$ cat src/rtl/countdown_timer.sv
// -----------------------------------------------------------------------------
// countdown_timer
//   MM:SS countdown timer with start/pause toggle, load, and an expiry pulse.
//   All logic is clocked on clk_100MHz; clk_1Hz, btn_start and btn_load are
//   same-domain levels whose rising edges are detected locally.
//
// Ports
//   clk_100MHz  in   system clock (rising edge)
//   reset       in   synchronous active-high reset
//   clk_1Hz     in   1 Hz square wave; each rising edge is one second
//   btn_start   in   debounced level; rising edge toggles start/pause
//   btn_load    in   debounced level; rising edge loads set_min/set_sec
//   set_min     in   [6:0] minutes to load (clamped to MAX_MIN)
//   set_sec     in   [6:0] seconds to load (clamped to 59)
//   min_tens, min_ones, sec_tens, sec_ones  out  [3:0] BCD remaining time
//   running     out  high while counting
//   done        out  high while expired/finished
//   expired     out  one-cycle pulse on entry to the finished state
// -----------------------------------------------------------------------------
module countdown_timer #(
    parameter int MAX_MIN = 59
) (
    input  logic       clk_100MHz,
    input  logic       reset,
    input  logic       clk_1Hz,
    input  logic       btn_start,
    input  logic       btn_load,
    input  logic [6:0] set_min,
    input  logic [6:0] set_sec,
    output logic [3:0] min_tens,
    output logic [3:0] min_ones,
    output logic [3:0] sec_tens,
    output logic [3:0] sec_ones,
    output logic       running,
    output logic       done,
    output logic       expired
);

    typedef enum logic [1:0] {
        IDLE  = 2'd0,
        RUN   = 2'd1,
        PAUSE = 2'd2,
        DONE  = 2'd3
    } state_t;

    state_t state;

    logic clk_1Hz_d;
    logic btn_start_d;
    logic btn_load_d;

    logic tick_edge;
    logic start_edge;
    logic load_edge;

    logic [6:0] ld_min;
    logic [6:0] ld_sec;
    logic [7:0] ld_min_bcd;
    logic [7:0] ld_sec_bcd;

    logic [3:0] dec_min_tens;
    logic [3:0] dec_min_ones;
    logic [3:0] dec_sec_tens;
    logic [3:0] dec_sec_ones;

    logic count_nonzero;
    logic count_is_one;

    // Binary (0..99) to two BCD digits by repeated subtraction of ten.
    function automatic logic [7:0] to_bcd(input logic [6:0] v);
        logic [3:0] t;
        logic [6:0] r;
        t = '0;
        r = v;
        for (int unsigned i = 0; i < 9; i++) begin
            if (r >= 7'd10) begin
                r = r - 7'd10;
                t = t + 4'd1;
            end
        end
        return {t, r[3:0]};
    endfunction

    assign tick_edge  = clk_1Hz   & ~clk_1Hz_d;
    assign start_edge = btn_start & ~btn_start_d;
    assign load_edge  = btn_load  & ~btn_load_d;

    always_comb begin
        ld_min = (int'(set_min) > MAX_MIN) ? 7'(MAX_MIN) : set_min;
        ld_sec = (set_sec > 7'd59) ? 7'd59 : set_sec;
        ld_min_bcd = to_bcd(ld_min);
        ld_sec_bcd = to_bcd(ld_sec);
    end

    // One-second borrow chain. Only used in RUN, where the count is never
    // 00:00, so min_tens never underflows.
    always_comb begin
        dec_min_tens = min_tens;
        dec_min_ones = min_ones;
        dec_sec_tens = sec_tens;
        dec_sec_ones = sec_ones;
        if (sec_ones != 4'd0) begin
            dec_sec_ones = sec_ones - 4'd1;
        end else begin
            dec_sec_ones = 4'd9;
            if (sec_tens != 4'd0) begin
                dec_sec_tens = sec_tens - 4'd1;
            end else begin
                dec_sec_tens = 4'd5;
                if (min_ones != 4'd0) begin
                    dec_min_ones = min_ones - 4'd1;
                end else begin
                    dec_min_ones = 4'd9;
                    dec_min_tens = min_tens - 4'd1;
                end
            end
        end
    end

    assign count_nonzero = |{min_tens, min_ones, sec_tens, sec_ones};
    assign count_is_one  = ({min_tens, min_ones, sec_tens, sec_ones} == 16'h0001);

    always_ff @(posedge clk_100MHz) begin
        if (reset) begin
            state       <= IDLE;
            min_tens    <= '0;
            min_ones    <= '0;
            sec_tens    <= '0;
            sec_ones    <= '0;
            running     <= 1'b0;
            done        <= 1'b0;
            expired     <= 1'b0;
            clk_1Hz_d   <= 1'b0;
            btn_start_d <= 1'b0;
            btn_load_d  <= 1'b0;
        end else begin
            clk_1Hz_d   <= clk_1Hz;
            btn_start_d <= btn_start;
            btn_load_d  <= btn_load;
            expired     <= 1'b0;

            case (state)
                RUN: begin
                    // Load is ignored here; a tick decrements first, and
                    // reaching 00:00 overrides a simultaneous pause request.
                    if (tick_edge) begin
                        min_tens <= dec_min_tens;
                        min_ones <= dec_min_ones;
                        sec_tens <= dec_sec_tens;
                        sec_ones <= dec_sec_ones;
                        if (count_is_one) begin
                            state   <= DONE;
                            running <= 1'b0;
                            done    <= 1'b1;
                            expired <= 1'b1;
                        end else if (start_edge) begin
                            state   <= PAUSE;
                            running <= 1'b0;
                        end
                    end else if (start_edge) begin
                        state   <= PAUSE;
                        running <= 1'b0;
                    end
                end

                IDLE, PAUSE, DONE: begin
                    if (load_edge) begin
                        min_tens <= ld_min_bcd[7:4];
                        min_ones <= ld_min_bcd[3:0];
                        sec_tens <= ld_sec_bcd[7:4];
                        sec_ones <= ld_sec_bcd[3:0];
                        state    <= IDLE;
                        running  <= 1'b0;
                        done     <= 1'b0;
                    end else if (start_edge) begin
                        if (state == DONE) begin
                            state    <= IDLE;
                            done     <= 1'b0;
                            min_tens <= '0;
                            min_ones <= '0;
                            sec_tens <= '0;
                            sec_ones <= '0;
                        end else if (state == PAUSE || count_nonzero) begin
                            state   <= RUN;
                            running <= 1'b1;
                        end
                    end
                end

                default: begin
                    state   <= IDLE;
                    running <= 1'b0;
                    done    <= 1'b0;
                end
            endcase
        end
    end

endmodule
$ cat config.mk
export PLATFORM = sky130hd
export DESIGN_NAME = countdown_timer
export DESIGN_NICKNAME = d
export VERILOG_FILES = /design/src/rtl/countdown_timer.sv
export SDC_FILE = /design/constraint.sdc
export NUM_CORES = 1
export LEC_CHECK = 0
export CAP_MARGIN = 10
export CELL_PAD_IN_SITES_DETAIL_PLACEMENT = 0
export CELL_PAD_IN_SITES_GLOBAL_PLACEMENT = 1
export CORE_MARGIN = 2
export CORE_UTILIZATION = 29
export DETAILED_ROUTE_END_ITERATION = 12
export PLACE_DENSITY_LB_ADDON = 0.1
export REMOVE_ABC_BUFFERS = 1
export SETUP_SLACK_MARGIN = 0.5
export SLEW_MARGIN = 15
export SYNTH_ARGS = -nofsm -noshare
export SYNTH_HDL_FRONTEND = slang
export SYNTH_SLANG_ARGS = --single-unit
$ cat constraint.sdc
create_clock -name clk_100MHz -period 22.9 [get_ports clk_100MHz]
set_input_delay 2.29 -clock clk_100MHz [delete_from_list [all_inputs] [get_ports clk_100MHz]]
set_output_delay 2.29 -clock clk_100MHz [all_outputs]
set_load 0.02 [all_outputs]
==> metrics.md <==
| Metric | Value |
|---|---|
| Die area | 23700 sq um |
| Setup TNS | 0 ns |
| Worst Path Buf+Inv | 9 |
| Crit-path slowest cell | o311ai_2 |
| Yosys cell types | 112 |
| DR pass1 iterations | 5 |
| GPL Wtd Cong | 0.827 |
| Top_reg_cell synth | dfxtp_1 |
| Vias in the first global route | 6575 |
| CTS resizes | 0 |
| CTS tree | yes |
| Clk_lat worst skew | 0.27 ns |
| Placement Cell Area | 7100 sq um |
| First-pass GRT wire length | 32800 microns |
| YS warnings | 0 |
| Initial core utilization | 29.7% |
| WL final | 19300 microns |
| Critical path class | in2reg |
| Syn Inst Count | 905 |
| Filler cells | 2385 |
| CP arrival | 16.46 ns |
| Root buf cell | clkbuf_16 |
| Num CTS Buffers | 3 |
| Layout cells sized above 1 | 9.47% |
| Yosys reg bits | 24 |
| Die X | 154 microns |
| CP top delay family | compound AO/OA/AOI/OAI gates |
| Largest net degree at the start of global routing | 27 |
| CP Data Required Time | 23.05 ns |
| Vias/cell | 5.78 |
| Cell area after layout | 7200 sq um |
| Clk buf depth | 2 |
| Worst-path clk slew | 0.07 ns |
| Post-layout min period | 16.31 ns |
| Mapped Area | 6520 sq um |
| Net total in the final layout | 979 |
| RSZ-0062 raised after global routing | false |
| Grt ovf | 0 |
| Crit share post-route | 71.2% |
| Hold Buf Count CTS | 0 |
| Worst setup EP type | register |
| H-tree levels | 1 |
| Status | finished clean |
| Antenna-violating nets left | 0 |
| Final setup fails | 0 |
| Max Slew Vio Count | 0 |
| Max cap viols | 0 |
| Die span in y | 154 microns |
| HP Class | reg2reg |
| Slew @ Worst Pin | 1.08 ns |
| Crit-path max FO | 14 |
| Clock sink count | 24 |
| Hold slack | 0.508 ns |
| Vias post-DR | 6929 |
| IO Pins | 38 |
| Clock Skews | 0.0118 ns |
| Number of port buffers | 37 |
| Final Hold Vio Count | 0 |
| Starting DRC count in detailed routing | 340 |
| Slowest stage delay, CP | 0.80 ns |
| Max-slew headroom | 27.9% |
| Setup bufs post-CTS | 0 |
| Sequential share of the synthesized area | 7.37% |
| Startpoint Class | input port |
| Core ar. | 22000 sq um |
| Drc violations | 0 |
| Post-synth ARST share | 0% |
| Total GRT Usage | 16.1% |
| Layout Area Growth over Synthesis | 10.6% |
| Initial antenna violation count | 0 |
| Rows | 54 |
| Ant diodes | 0 |
| HPWL Detailed | 15500 microns |
| Max Clk Rate | 0.0613 GHz |
| DR WL/cell | 16.1 microns |
| Post-synth EDFFs | 0 |
| Syn_area_per_cell | 7.20 sq um |
| Final Core Density | 32.8% |
| Critical path's most frequent cell | ha_1 |
## path summary, 6_finish.rpt
path / slack (ns) / depth (start not counted) / start / endpoint
max: 6.59 / 58 / set_min[6] / min_tens[1]$_SDFFE_PP0P_
min: 0.51 / 2 / done$_SDFFE_PP0P_ / done$_SDFFE_PP0P_
max reg2reg: 19.48 / 9 / state[1]$_SDFFE_PP0P_ / min_tens[3]$_SDFFE_PP0P_
min reg2reg: 0.51 / 2 / done$_SDFFE_PP0P_ / done$_SDFFE_PP0P_
## stage by stage
stage / setup slack [ns] / std cells
finish: 6.59 / 1199
CTS: 6.63 / 1199
floorplan: 8.89 / 873
global route: 5.09 / 1199
global placement: 6.72 / 1195
detailed placement: 6.36 / 1195
## per-layer routing
| layer | wire, microns | vias to the layer above | GRT usage, % |
|---|---|---|---|
| met4 | 198 | 0 | 2.27 |
| met1 | 9820 | 3261 | 23.4 |
| li1 | - | 3511 | - |
| met3 | 533 | 17 | 0.958 |
| met5 | 0 | - | 0 |
| met2 | 8780 | 140 | 26.9 |
## synthesized netlist by cell type, types with 16 or more instances
| library cell | instances | area, sq um |
|---|---|---|
| xnor2_1 | 26 | 228 |
| ha_1 | 40 | 500 |
| nand3_1 | 29 | 145 |
| nand2b_1 | 17 | 106 |
| a21oi_1 | 51 | 255 |
| o21ai_0 | 56 | 280 |
| mux2i_1 | 16 | 160 |
| nor3_1 | 27 | 135 |
| mux2_2 | 17 | 191 |
| nand2_1 | 85 | 319 |
| inv_1 | 39 | 146 |
| clkbuf_1 | 16 | 60.1 |
| nor2_1 | 87 | 327 |
| dfxtp_1 | 24 | 480 |
| o211ai_1 | 20 | 150 |
## final cells by class
type,instances,area (sq um),area share (%)
inverters,42,168,2.33
repair buffers,42,408,5.66
clock inverters,1,30.0,0.417
clock buffers,3,75.1,1.04
well taps,280,350,4.86
multi-input cells,807,5690,79.0
flip-flops and latches,24,480,6.67
## placed cells by master (no fill, tap or decap), drive strengths merged, types with 21 or more instances in the layout
master	count
nor2	90
nand2	88
o21ai	60
a21oi	53
ha	40
inv	40
clkdlybuf4s50	37
nand3	31
xnor2	30
nor3	28
dfxtp	24
o211ai	21
mux2	21
## worst register-to-register path, cell delays in order, from the launching register on
cell	delay [ns]
dfxtp_1	0.43
nand2b_1	0.57
nor2_1	0.11
nor2_1	0.42
o21ai_1	0.42
nor2_1	0.55
nand2_1	0.32
nor3b_1	0.28
a21oi_1	0.08
o2111ai_1	0.17
## registers in the layout, indices dropped and copies added, names as in the netlist, 2 cells and up
signal    cells
min_tens      4
sec_tens      4
sec_ones      4
min_ones      4
state         2
## cells by family after synthesis
kind of cell	share of synthesized area, %
AND/OR/NAND/NOR	29.6
multiplexers	6.14
flip-flops	7.37
buffers and inverters	5.26
AO/OA/AOI/OAI	37.2
adder cells (fa/ha/maj)	7.68
XOR/XNOR	6.78
Power is left out: the tool's default activity adds up to more than one toggle a clock period on the data nets, which glitch-free logic cannot reach.
